$ cat config.mk
export PLATFORM = sky130hd
export DESIGN_NAME = ps2_scan_decoder_flat
export DESIGN_NICKNAME = d
export VERILOG_FILES = /design/src/rtl/ps2_pkg.sv /design/src/rtl/ps2_scan_decoder_if.sv /design/src/rtl/ps2_frame_rx.sv /design/src/rtl/ps2_scan_decoder.sv /design/src/flat_wrapper.sv
export SDC_FILE = /design/constraint.sdc
export NUM_CORES = 1
export LEC_CHECK = 0
export CAP_MARGIN = 20
export CORE_ASPECT_RATIO = 1.4
export CORE_MARGIN = 2
export CORE_UTILIZATION = 60
export CTS_BUF_LIST = sky130_fd_sc_hd__clkbuf_4
export CTS_CLUSTER_SIZE = 14
export DETAILED_ROUTE_END_ITERATION = 10
export GPL_TIMING_DRIVEN = 0
export PLACE_DENSITY_LB_ADDON = 0.3
export SLEW_MARGIN = 5
export SYNTH_ARGS = -nofsm -noshare
export SYNTH_HDL_FRONTEND = slang
export SYNTH_HIERARCHICAL = 1
export SYNTH_SLANG_ARGS = --single-unit
$ cat constraint.sdc
create_clock -name clk -period 5 [get_ports clk]
set_input_delay 1.25 -clock clk [delete_from_list [all_inputs] [get_ports clk]]
set_output_delay 1.25 -clock clk [all_outputs]
set_load 0.01 [all_outputs]
$ cat src/rtl/ps2_pkg.sv
// ps2_pkg: shared PS/2 prefix byte values and receive-FSM state type.
package ps2_pkg;
    localparam logic [7:0] PS2_BREAK = 8'hF0;
    localparam logic [7:0] PS2_EXT   = 8'hE0;
    typedef enum logic [1:0] {IDLE, DATA, PARITY, STOP} ps2_rx_state_t;
endpackage

$ cat src/rtl/ps2_scan_decoder_if.sv
// ps2_scan_decoder_if: raw PS/2 lines in, decoded key events out.
interface ps2_scan_decoder_if;
    logic       PS2_CLK;
    logic       PS2_DAT;
    logic       valid;
    logic       makeBreak;
    logic [7:0] outCode;
    logic       extended;
    logic       frame_err;
    modport master (output PS2_CLK, PS2_DAT, input valid, makeBreak, outCode, extended, frame_err);
    modport slave  (input PS2_CLK, PS2_DAT, output valid, makeBreak, outCode, extended, frame_err);
endinterface

$ cat src/rtl/ps2_frame_rx.sv
// ps2_frame_rx: synchronizes and filters the PS/2 lines and deframes 11-bit frames.
// Pulses are combinational in the accepting falling-edge cycle; the caller registers them.
module ps2_frame_rx
    import ps2_pkg::*;
#(
    parameter int FILTER_CYCLES  = 8,
    parameter int TIMEOUT_CYCLES = 10000
) (
    input  logic       clk,
    input  logic       reset,
    input  logic       i_ps2_clk,
    input  logic       i_ps2_dat,
    output logic       o_byte_valid,
    output logic [7:0] o_byte,
    output logic       o_err,
    output logic       o_timeout
);
    localparam int FW = $clog2(FILTER_CYCLES + 1);
    localparam int TW = $clog2(TIMEOUT_CYCLES + 1);

    logic [1:0]    r_clk_sync, r_dat_sync;
    logic          r_clk_lvl;
    logic [FW-1:0] r_flt;
    ps2_rx_state_t r_state, w_state_n;
    logic [7:0]    r_shift;
    logic [2:0]    r_bit;
    logic          r_par;
    logic [TW-1:0] r_tmo;
    logic          w_flip, w_fe, w_dat;

    assign w_dat  = r_dat_sync[1];
    assign w_flip = (r_clk_sync[1] != r_clk_lvl) && (r_flt == FW'(FILTER_CYCLES - 1));
    assign w_fe   = w_flip && r_clk_lvl;
    assign o_byte = r_shift;
    assign o_timeout = (r_state != IDLE) && !w_fe && (r_tmo == TW'(TIMEOUT_CYCLES - 1));

    // Lines idle high, so the synchronizers and accepted level reset to 1 to avoid a false edge.
    always_ff @(posedge clk) begin
        if (reset) begin
            r_clk_sync <= 2'b11;
            r_dat_sync <= 2'b11;
            r_clk_lvl  <= 1'b1;
            r_flt      <= '0;
        end else begin
            r_clk_sync <= {r_clk_sync[0], i_ps2_clk};
            r_dat_sync <= {r_dat_sync[0], i_ps2_dat};
            r_flt      <= (r_clk_sync[1] == r_clk_lvl || w_flip) ? '0 : r_flt + FW'(1);
            r_clk_lvl  <= w_flip ? ~r_clk_lvl : r_clk_lvl;
        end
    end

    always_comb begin
        w_state_n    = r_state;
        o_byte_valid = 1'b0;
        o_err        = 1'b0;
        if (o_timeout)
            w_state_n = IDLE;
        else if (w_fe)
            case (r_state)
                IDLE:    w_state_n = w_dat ? IDLE : DATA;
                DATA:    w_state_n = (r_bit == 3'd7) ? PARITY : DATA;
                PARITY:  w_state_n = STOP;
                default: begin
                    w_state_n    = IDLE;
                    o_byte_valid = w_dat && (^{r_shift, r_par});
                    o_err        = !(w_dat && (^{r_shift, r_par}));
                end
            endcase
    end

    always_ff @(posedge clk) begin
        if (reset) begin
            r_state <= IDLE;
            r_shift <= '0;
            r_bit   <= '0;
            r_par   <= 1'b0;
            r_tmo   <= '0;
        end else begin
            r_state <= w_state_n;
            r_tmo   <= (w_state_n == IDLE || w_fe) ? '0 : r_tmo + TW'(1);
            if (w_fe && r_state == IDLE) r_bit <= '0;
            if (w_fe && r_state == DATA) begin
                r_shift <= {w_dat, r_shift[7:1]};
                r_bit   <= r_bit + 3'd1;
            end
            if (w_fe && r_state == PARITY) r_par <= w_dat;
        end
    end
endmodule

$ cat src/rtl/ps2_scan_decoder.sv
// ps2_scan_decoder: folds F0/E0 prefix bytes into one registered event per key transition.
module ps2_scan_decoder
    import ps2_pkg::*;
#(
    parameter int FILTER_CYCLES  = 8,
    parameter int TIMEOUT_CYCLES = 10000
) (
    input logic               clk,
    input logic               reset,
    ps2_scan_decoder_if.slave bus
);
    logic       w_byte_valid, w_err, w_timeout;
    logic [7:0] w_byte;
    logic       r_valid, r_make, r_ext_out, r_err, r_brk, r_ext;
    logic [7:0] r_code;

    ps2_frame_rx #(
        .FILTER_CYCLES (FILTER_CYCLES),
        .TIMEOUT_CYCLES(TIMEOUT_CYCLES)
    ) u_rx (
        .clk         (clk),
        .reset       (reset),
        .i_ps2_clk   (bus.PS2_CLK),
        .i_ps2_dat   (bus.PS2_DAT),
        .o_byte_valid(w_byte_valid),
        .o_byte      (w_byte),
        .o_err       (w_err),
        .o_timeout   (w_timeout)
    );

    assign bus.valid     = r_valid;
    assign bus.makeBreak = r_make;
    assign bus.outCode   = r_code;
    assign bus.extended  = r_ext_out;
    assign bus.frame_err = r_err;

    // An aborted frame drops pending prefixes so a damaged F0 cannot turn a make into a break.
    always_ff @(posedge clk) begin
        if (reset) begin
            r_valid   <= 1'b0;
            r_make    <= 1'b0;
            r_code    <= '0;
            r_ext_out <= 1'b0;
            r_err     <= 1'b0;
            r_brk     <= 1'b0;
            r_ext     <= 1'b0;
        end else begin
            r_valid <= w_byte_valid && w_byte != PS2_BREAK && w_byte != PS2_EXT;
            r_err   <= w_err;
            if (w_err || w_timeout) begin
                r_brk <= 1'b0;
                r_ext <= 1'b0;
            end else if (w_byte_valid) begin
                if (w_byte == PS2_BREAK)
                    r_brk <= 1'b1;
                else if (w_byte == PS2_EXT)
                    r_ext <= 1'b1;
                else begin
                    r_code    <= w_byte;
                    r_make    <= ~r_brk;
                    r_ext_out <= r_ext;
                    r_brk     <= 1'b0;
                    r_ext     <= 1'b0;
                end
            end
        end
    end
endmodule
$ cat src/flat_wrapper.sv
// flat-port wrapper written by rule: the top's interface ports become plain ports
module ps2_scan_decoder_flat import ps2_pkg::*;
#(
    parameter int FILTER_CYCLES  = 8,
    parameter int TIMEOUT_CYCLES = 10000
)
  (clk, reset, bus_PS2_CLK, bus_PS2_DAT, bus_valid, bus_makeBreak, bus_outCode, bus_extended, bus_frame_err);
  ps2_scan_decoder_if bus_i ();
  input logic clk;
  input logic reset;
  input wire logic [$bits(bus_i.PS2_CLK)-1:0] bus_PS2_CLK;
  input wire logic [$bits(bus_i.PS2_DAT)-1:0] bus_PS2_DAT;
  output wire logic [$bits(bus_i.valid)-1:0] bus_valid;
  output wire logic [$bits(bus_i.makeBreak)-1:0] bus_makeBreak;
  output wire logic [$bits(bus_i.outCode)-1:0] bus_outCode;
  output wire logic [$bits(bus_i.extended)-1:0] bus_extended;
  output wire logic [$bits(bus_i.frame_err)-1:0] bus_frame_err;
  assign bus_i.PS2_CLK = bus_PS2_CLK;
  assign bus_i.PS2_DAT = bus_PS2_DAT;
  assign bus_valid = bus_i.valid;
  assign bus_makeBreak = bus_i.makeBreak;
  assign bus_outCode = bus_i.outCode;
  assign bus_extended = bus_i.extended;
  assign bus_frame_err = bus_i.frame_err;
  ps2_scan_decoder #(.FILTER_CYCLES(FILTER_CYCLES), .TIMEOUT_CYCLES(TIMEOUT_CYCLES)) u_core (.clk(clk), .reset(reset), .bus(bus_i));
endmodule
# Word level (Yosys, flattened, before mapping)
# Index checks and enable logic that the tools add are counted.
# classes
n_addsub	3
mul	0
div_mod_pow	0
n_lt_le_gt_ge	0
n_eq_ne	12
n_shift	0
mux	16
bitwise_logic	5
reduce_logical	27
# op_table
op	count
$eq A8 B8 Y1 const B	2
$ne A8 B8 Y1 const B	2
$add A14 B1 Y14 const B	1
$eq A14 B14 Y1 const B	1
$logic_and A1 B1 Y1	10
$mux W1	10
$reduce_xor A9 Y1	1
$mux W2	3
$mux W3	2
$pmux W2 S3	1
$reduce_or A2 Y1	3
$not A1 Y1	5
$add A4 B1 Y4 const B	1
$eq A4 B3 Y1 const B	1
$logic_not A2 Y1	2
$reduce_and A2 Y1	2
$reduce_and A4 Y1	1
$reduce_bool A2 Y1	2
$add A3 B1 Y3 const B	1
$eq A3 B3 Y1 const B	1
$logic_or A1 B1 Y1	3
$reduce_or A3 Y1	1
$eq A2 B1 Y1 const B	1
$eq A2 B2 Y1 const B	1
other kinds (4)	5
# totals
ff_bits	51
latch_bits	0
mem_bits_rw	0
mem_bits_ro	0
inputBits	4
output_inout_bits	12
elab_cells	79
memories	0

# Depth between registers and ports, before layout
# Gate-level depths: netlist of run 1.
# depth
ltp_word	10
mapped_depth	9
ltp_nobuf	8

# Hierarchy
# The synthesis of run 1 kept the hierarchy.
# by_module_without_submodules
mod	n_inst	cells_each	area_each_um2	seq_area_each_um2
ps2_frame_rx	1	176	1652.8	740.7
ps2_scan_decoder	1	60	609.3	280.3

# Worst setup path after synthesis of run 1
# Ideal clock, no wire load.
# synth_timing
path_kind	register -> register
from	register u_core.u_rx.r_shift[2] (netlist: u_core/u_rx/o_byte[2])
to	register u_core.r_make (netlist: u_core/bus.makeBreak)
setup_ns	0.121
arrival_time_ns	2.213
required_ns	4.879
slack_ns	2.666
path_stages_with_launch	9
path_buffers	1
period_less_slack_ns	2.334
cell_sequence	dfxtp_1 xor2_1 xnor3_1 mux2i_1 and4_1 nor3b_4 a21boi_2 buf_6 mux2_4
# synth_between
word_cells_on_any_way	16
classes_between	eq/ne: 2; mux: 6; bitwise: 3; reduce/logical: 5
# synth_lines
item	line	rtl
start: declaration	ps2_frame_rx.sv:25	logic [7:0] r_shift;
start signal: assignment	ps2_frame_rx.sv:83	r_shift <= {w_dat, r_shift[7:1]};
$reduce_xor A9 Y1	ps2_frame_rx.sv:65	o_byte_valid = w_dat && (^{r_shift, r_par});
$logic_and A1 B1 Y1	ps2_frame_rx.sv:65	
$mux W1	ps2_frame_rx.sv:59	case (r_state)
$mux W1	ps2_frame_rx.sv:58	else if (w_fe)
$mux W1	ps2_frame_rx.sv:56	if (o_timeout)
named net u_core.w_byte_valid	ps2_scan_decoder.sv:12	logic w_byte_valid, w_err, w_timeout;
$reduce_and A4 Y1 (no line)	-	
end signal: assignment	ps2_scan_decoder.sv:60	r_make <= ~r_brk;
end: declaration	ps2_scan_decoder.sv:14	logic r_valid, r_make, r_ext_out, r_err, r_brk, r_ext;
# The timed path passes the listed nets, and every way through them passes these cells.
# A chain may end at the register's enable or synchronous reset.

# Worst setup path in the final report of run 1
# Ends and elaborated chain as after synthesis.

==> impl_metrics.py, run 1 <==
metrics = {
    "finish": {
        "nets": 266,
        "fillers": 311,
        "synthToLayoutAreaGrowth_pct": 11.5,
        "register_area_mm2": 0.00102,
        "final_layout_size_suffix_gt1_share_pct": 8.49,
        "multi_input_area_mm2": 0.00116,
        "num_antenna_cells": 0,
    },
    "synth": {
        "synth_flop_cell": "dfxtp_1",
        "synth_compound_area_share_pct": 6.19,
        "syn_inst": 236,
        "synth-simple-area-share_pct": 26.7,
        "yosys_warnings": 6,
        "synthDistinctLibCells": 43,
        "synth_area_mm2": 0.00226,
        "synthXorXnorAreaFrac_pct": 8.57,
        "synth_area_per_cell_um2": 9.59,
        "synth-async-reset-ratio_pct": 0,
        "synth-edff-count": 0,
        "synth_top_family_by_area": "simple AND/OR/NAND/NOR gates",
        "synth-adder-area-share_pct": 2.21,
        "seq_area_frac_synth_pct": 45.1,
        "synthMuxAreaShare_pct": 7.74,
        "synth_seq_cells": 51,
        "syn_nets": 244,
    },
    "worst_hold_path": {
        "min_path_cells": 1,
        "hold_end": "u_core/u_rx/r_dat_sync[1]",
        "worstHoldPathType": "reg2reg",
        "min-delay-start": "u_core/u_rx/r_dat_sync[0]",
    },
    "critical_path": {
        "worstPathRequired_ns": 5.26,
        "path_class": "reg2reg",
        "start_kind": "flop",
        "regToRegEndpoint": "u_core/bus.makeBreak",
        "cpPeakStageDelay_ns": 0.45,
        "cpMaxStageDelayCell": "dfxtp_1",
        "r2r_start": "u_core/u_rx/o_byte[2]",
        "ff2ff_setup_slack_ns": 2.42,
        "reg2regPathDepth": 8,
        "worstPathArrival_ns": 2.84,
        "path_cells": "xor2_1 -> xnor3_1 -> mux2i_1 -> and4_1 -> nor3b_4 -> a21boi_2 -> buf_6 -> mux2_4",
        "crit_path_end_kind": "flop",
        "crit_path_max_fanout": 10,
    },
    "floorplan": {
        "io_pins": 16,
        "rows": 26,
        "die-area_mm2": 0.00428,
        "die_y_um": 76.7,
        "core_area_mm2": 0.00364,
        "start_util_pct": 62.1,
        "die_w_um": 55.9,
    },
    "cts": {
        "clock-sinks": 51,
        "post_cts_resized": 0,
        "cts_root_buf": "clkbuf_4",
        "cts_buffers": 5,
        "cts_hold_buf": 0,
        "clk_transition_reported_paths_ns": 0.13,
        "cts_tree": "done",
        "clock_path_buffers": 2,
        "post-cts-setup-buffers": 0,
        "htree_levels": 2,
        "clock_latency_ns": 0.35,
    },
    "flow_run": {
        "drv_cap": 0,
    },
    "routing": {
        "vias": 1672,
        "drtAntennaViolNets": 0,
        "drt_pre_antenna_iters": 4,
        "drc_errors": 0,
        "wl_per_cell_um": 13.0,
        "drt-initial-drc-count": 39,
        "wirelength_mm": 3.91,
        "via_per_inst": 5.55,
    },
    "timing": {
        "slew_viol_final": 0,
        "rsz0062_at_grt": "no",
        "finalSetupViolCount": 0,
        "hold_violations": 0,
        "worstMarginPinSlew_ns": 0.629,
        "slew_headroom_pct": 57.7,
        "hold_slack_ns": 0.418,
        "skew_ns": 0.0108,
        "fin_crit_sh_pct": 51.6,
        "post-route-min-period_ns": 2.58,
        "finalSetupTns_ns": 0,
        "fmax_mhz": 388,
    },
    "global_route": {
        "grt_pass1_vias": 1688,
        "gr-total-overflow": 0,
        "grt_use_total_pct": 20.7,
        "grt_max_degree": 15,
        "antenna_found_initial": 0,
        "grt_pass1_wl_mm": 7.01,
    },
    "power": {
        "p_per_area_mw_per_mm2": 240,
        "sequentialPowerShare_pct": 67.6,
        "power_switching_uw": 125,
        "pwr-share-clk_pct": 30.1,
        "power_frac_comb_pct": 2.3,
        "leakage_uw": 0.000922,
        "irDropWorstVdd_mv": 0.231,
        "p_int_uw": 480,
        "p_sw_share_pct": 20.6,
    },
    "placement": {
        "dp_hpwl_mm": 2.83,
        "portBuffers": 15,
        "gp_congestion": 0.748,
    },
    "outcome": {
        "outcome": "finished, final reports clean",
    },
}
-- metal layers --
metal / vias to the layer above / part of all wire [%] / global-route usage [%]
met2: 33 / 54 / 37.6
met5: - / 0 / 0
met1: 780 / 41 / 20.6
met3: 9 / 2.9 / 5.23
li1: 850 / - / -
met4: 0 / 2.7 / 12.4
-- sequential cells by signal, summed over array words and instances (netlist names), 2 cells and up --
signal                  count
u_core/bus.outCode          8
u_core/u_rx/o_byte          8
u_core/u_rx/r_bit           3
u_core/u_rx/r_clk_sync      2
u_core/u_rx/r_dat_sync      2
u_core/u_rx/r_flt           4
u_core/u_rx/r_state         2
u_core/u_rx/r_tmo          14
-- layout make-up --
| cell class | instances | share of cell area, % |
|---|---|---|
| clock buffer | 7 | 2.08 |
| multi-input combinational | 169 | 46.1 |
| inverter | 6 | 0.893 |
| clock inverter | 1 | 0.198 |
| buffer | 10 | 2.18 |
| tap | 42 | 2.08 |
| timing repair buffer | 15 | 5.95 |
| sequential | 51 | 40.5 |
-- layout by cell type, fill, tap and decap left out, types with 2 or more instances in the layout --
cell and count:
a21oi_1 7, and3_1 4, and4_1 2, buf_2 2
buf_4 2, clkbuf_1 5, clkbuf_4 7, clkdlybuf4s50_1 15
dfxtp_1 51, ha_1 4, inv_1 6, mux2i_1 16
nand2_1 8, nand2b_1 15, nand3_1 9, nand3b_1 4
nand4_1 5, nor2_1 32, nor2b_1 4, nor3_1 9
o21ai_0 5, o21ai_1 3, or2_1 4, or3_1 2
xnor2_1 9, xnor3_1 2, xor2_1 8
-- cells in the mapped netlist (2+ instances only) --
| cell type | n | area, um^2 |
|---|---|---|
| dfxtp_1 | 51 | 1020 |
| nor2_1 | 32 | 120 |
| mux2i_1 | 16 | 160 |
| nand2b_1 | 15 | 93.8 |
| nand3_1 | 9 | 45.0 |
| nor3_1 | 9 | 45.0 |
| xnor2_1 | 9 | 78.8 |
| nand2_1 | 8 | 30.0 |
| xor2_1 | 8 | 70.1 |
| a21oi_1 | 7 | 35.0 |
| inv_1 | 6 | 22.5 |
| clkbuf_1 | 5 | 18.8 |
| nand4_1 | 5 | 31.3 |
| o21ai_0 | 5 | 25.0 |
| and3_1 | 4 | 25.0 |
| ha_1 | 4 | 50.1 |
| nand3b_1 | 4 | 30.0 |
| nor2b_1 | 4 | 25.0 |
| or2_1 | 4 | 25.0 |
| o21ai_1 | 3 | 15.0 |
| and4_1 | 2 | 17.5 |
| buf_2 | 2 | 10.0 |
| buf_4 | 2 | 15.0 |
| or3_1 | 2 | 12.5 |
| xnor3_1 | 2 | 45.0 |
-- worst max-delay path by stage --
stage / to / slack (ns) / from
finish: u_core/bus.makeBreak / 2.42 / u_core/u_rx/o_byte[2]
global route: u_core/bus.makeBreak / 2.16 / u_core/u_rx/o_byte[2]
CTS: u_core/bus.makeBreak / 2.42 / u_core/u_rx/o_byte[2]
detailed placement: u_core/u_rx/o_byte[2] / 2.10 / reset
global placement: u_core/u_rx/o_byte[7] / 2.12 / reset
floorplan: u_core/bus.makeBreak / 2.67 / u_core/u_rx/o_byte[2]
-- worst max-delay path, delay by kind of cell, from the launching register on --
kind                      cells  cell delay (ns)
muxes                         2             0.48
DFF                           1             0.45
buffers and inverters         1             0.17
and+or+nand+nor               2             0.59
AOI/OAI and AO/OA             1             0.20
xor gates and xnor gates      2             0.58
-- metrics by stage --
| stage | worst slack, ns | cell area [um^2] | utilization, % | std cells | total power (uW) |
|---|---|---|---|---|---|
| 3_5_place_dp | 2.10 | 2460 | 67.7 | 293 | 432 |
| 5_1_grt | 2.16 | 2520 | 69.2 | 301 | 633 |
| 4_1_cts | 2.42 | 2520 | 69.2 | 301 | 614 |
| 2_1_floorplan | 2.67 | 2260 | - | 236 | 426 |
| 3_3_place_gp | 2.12 | 2460 | 67.7 | 293 | 432 |
| 6_report | 2.42 | 2520 | 69.2 | 301 | 605 |
-- logic make-up after synthesis --
| kind of cell | after synthesis |
|---|---|
| and+or+nand+nor | 107 |
| DFF | 51 |
| AOI/OAI and AO/OA | 22 |
| xor gates and xnor gates | 19 |
| muxes | 17 |
| buffers and inverters | 16 |
| adders and majority gates | 4 |
-- power by group through the flow --
stage / sequential (uW) / combinational (uW) / clock [uW]
after floorplan: 418 / 8.46 / 0
after CTS: 409 / 13.8 / 191
after detailed placement: 418 / 13.8 / 0
final: 409 / 13.7 / 182
after global routing: 410 / 15.1 / 209
after global placement: 418 / 13.5 / 0
(Power assumes the default switching activity.)
==> inputs of run 2 (changes only) <==
==> constraint.sdc (replaced) <==
create_clock -name clk -period 2.6 [get_ports clk]
set_input_delay 0.65 -clock clk [delete_from_list [all_inputs] [get_ports clk]]
set_output_delay 0.65 -clock clk [all_outputs]
set_load 0.01 [all_outputs]
==> run 2 against run 1 <==
Effect of this change:
- largest cell class unchanged
- register-to-register slack worse by 2.3 ns
- setup slack worse by 2.3 ns
- sequential share of layout area is 0.22 points lower
- power is 92% higher
- utilization is 0.89 points higher
- non-clock buffer count is 3 higher
- sequential power is 92% higher
- critical path depth stayed put
- flip-flop and latch count stayed put
==> impl_metrics.py, run 2 (same netlist as run 1, synthesis figures left out) <==
metrics = {
    "outcome": {
        "outcome": "finished, final reports clean",
    },
    "timing": {
        "fmax_mhz": 410,
        "post-route-min-period_ns": 2.44,
        "worstMarginPinSlew_ns": 0.622,
        "slew_headroom_pct": 58.2,
        "skew_ns": 0.0109,
        "slew_viol_final": 0,
        "hold_violations": 0,
        "fin_crit_sh_pct": 93.9,
        "finalSetupViolCount": 0,
        "setup_slack_ns": 0.158,
    },
    "finish": {
        "fillers": 308,
        "layout_common_cells": "dfxtp_1, nor2_1, mux2i_1",
        "final_layout_size_suffix_gt1_share_pct": 11.5,
        "largest_reg_flops": 14,
        "synthToLayoutAreaGrowth_pct": 12.9,
        "regMostFlops": "u_core/u_rx/r_tmo",
        "nets": 269,
        "layout_commonest_cell": "dfxtp_1",
        "num_antenna_cells": 0,
    },
    "power": {
        "p_per_area_mw_per_mm2": 455,
        "total_power_uw": 1160,
        "irDropWorstVdd_mv": 0.444,
        "leakage_uw": 0.000941,
    },
    "placement": {
        "dp_hpwl_mm": 2.83,
        "dp_worst_setup_slack_ns": 0.0436,
        "gp_congestion": 0.748,
        "portBuffers": 15,
    },
    "critical_path": {
        "worstPathBufferInverterCount": 1,
        "cpMaxStageDelayCell": "xnor3_1",
        "worstPathArrival_ns": 2.70,
        "cpPeakStageDelay_ns": 0.41,
        "path_class": "reg2reg",
        "crit_path_max_fanout": 10,
        "critPathTopFamily": "simple AND/OR/NAND/NOR gates",
        "r2r_start": "u_core/u_rx/r_par",
        "ff2ff_setup_slack_ns": 0.16,
        "crit_start": "u_core/u_rx/r_par",
        "regToRegEndpoint": "u_core/bus.makeBreak",
        "path_cells": "xnor3_1 -> or2_4 -> mux2i_1 -> and4_4 -> nor3b_4 -> a21boi_2 -> buf_6 -> mux2_4",
        "worstPathRequired_ns": 2.86,
        "crit_cells": 8,
        "crit_path_end_kind": "flop",
        "start_kind": "flop",
        "reg2regPathDepth": 8,
        "worstSetupEndpoint": "u_core/bus.makeBreak",
    },
    "global_route": {
        "grt_pass1_vias": 1688,
        "grt_pass1_wl_mm": 7.01,
        "grt_max_degree": 15,
        "grt_use_total_pct": 20.7,
        "gr-total-overflow": 0,
        "antenna_found_initial": 0,
    },
    "routing": {
        "vias": 1691,
        "drc_errors": 0,
        "drt-initial-drc-count": 40,
        "wirelength_mm": 3.95,
        "drt_pre_antenna_iters": 4,
        "wl_per_cell_um": 13.0,
        "drtAntennaViolNets": 0,
        "via_per_inst": 5.56,
    },
    "floorplan": {
        "die_y_um": 76.7,
        "die-area_mm2": 0.00428,
        "core_area_mm2": 0.00364,
        "die_w_um": 55.9,
        "io_pins": 16,
        "start_util_pct": 62.1,
        "rows": 26,
    },
    "worst_hold_path": {
        "worstHoldPathType": "reg2reg",
    },
    "cts": {
        "clock_path_buffers": 2,
        "clock_latency_ns": 0.35,
        "cts_root_buf": "clkbuf_4",
        "htree_levels": 2,
        "cts_buffers": 5,
        "cts_tree": "done",
        "clock-sinks": 51,
        "clk_transition_reported_paths_ns": 0.13,
        "cts_hold_buf": 0,
    },
    "flow_run": {
        "drv_cap": 0,
    },
}
-- run 2: cell count changes in the layout (fill, tap and decap cells not counted), sizes merged --
| cell | change |
|---|---|
| buf | +3 |
-- run 2: cell type report --
| type | count | area [um^2] | area share [%] |
|---|---|---|---|
| multi-input combinational | 169 | 1170 | 45.6 |
| sequential | 51 | 1030 | 40.3 |
| timing repair buffer | 18 | 173 | 6.76 |
| buffer | 10 | 55.1 | 2.15 |
| clock buffer | 7 | 52.6 | 2.06 |
| tap | 42 | 52.6 | 2.06 |
| inverter | 6 | 22.5 | 0.881 |
| clock inverter | 1 | 5.00 | 0.196 |
-- run 2: timing repair --
item,CTS,global route
gates resized for setup,0,7
endpoints found under the setup margin,0,10
buffers inserted,0,3
-- run 2: how the worst min path moves through the flow --
stage | start | to | slack, ns | cells after the start
3_3_place_gp | u_core/u_rx/r_dat_sync[0] | u_core/u_rx/r_dat_sync[1] | 0.39 | 1
4_1_cts | u_core/u_rx/r_clk_sync[0] | u_core/u_rx/r_clk_sync[1] | 0.43 | 1
2_1_floorplan | u_core/u_rx/r_clk_sync[0] | u_core/u_rx/r_clk_sync[1] | 0.38 | 1
6_report | u_core/u_rx/r_dat_sync[0] | u_core/u_rx/r_dat_sync[1] | 0.42 | 1
5_1_grt | u_core/u_rx/r_dat_sync[0] | u_core/u_rx/r_dat_sync[1] | 0.42 | 1
3_5_place_dp | u_core/u_rx/r_clk_sync[0] | u_core/u_rx/r_clk_sync[1] | 0.40 | 1
-- run 2: power breakdown --
| group | switching [uW] | total [uW] | internal [uW] |
|---|---|---|---|
| Combinational | 14.1 | 26.3 | 12.2 |
| Sequential | 2.04 | 786 | 784 |
| Clock | 223 | 350 | 127 |
-- run 2: metal layers --
layer	global-route usage, %	wire length, um
met1	20.6	1610
met2	37.6	2130
met3	5.23	118
met4	12.4	87
met5	0	0
-- run 2: per-stage QoR --
step                      TNS (ns)  cells  hold WS (ns)  instance area [um^2]  utilization (%)
after floorplan                  0    236         0.383                  2260                -
after global placement           0    293         0.386                  2460             67.7
after detailed placement         0    293         0.398                  2460             67.7
after CTS                        0    301         0.428                  2520             69.2
after global routing       -0.0271    304         0.422                  2550             70.1
final                            0    304         0.418                  2550             70.1
==> inputs of run 3 (changes only) <==
--- a/config.mk
+++ b/config.mk
@@ -10,9 +10,11 @@
 export CORE_MARGIN = 2
 export CORE_UTILIZATION = 60
 export CTS_BUF_LIST = sky130_fd_sc_hd__clkbuf_4
+export CTS_CLUSTER_DIAMETER = 40
 export CTS_CLUSTER_SIZE = 14
 export DETAILED_ROUTE_END_ITERATION = 10
 export GPL_TIMING_DRIVEN = 0
+export HOLD_SLACK_MARGIN = 0.05
 export PLACE_DENSITY_LB_ADDON = 0.3
 export SLEW_MARGIN = 5
 export SYNTH_ARGS = -nofsm -noshare
==> results of run 3 <==
The final DEF is identical to that of run 2; final timing and power are the same.
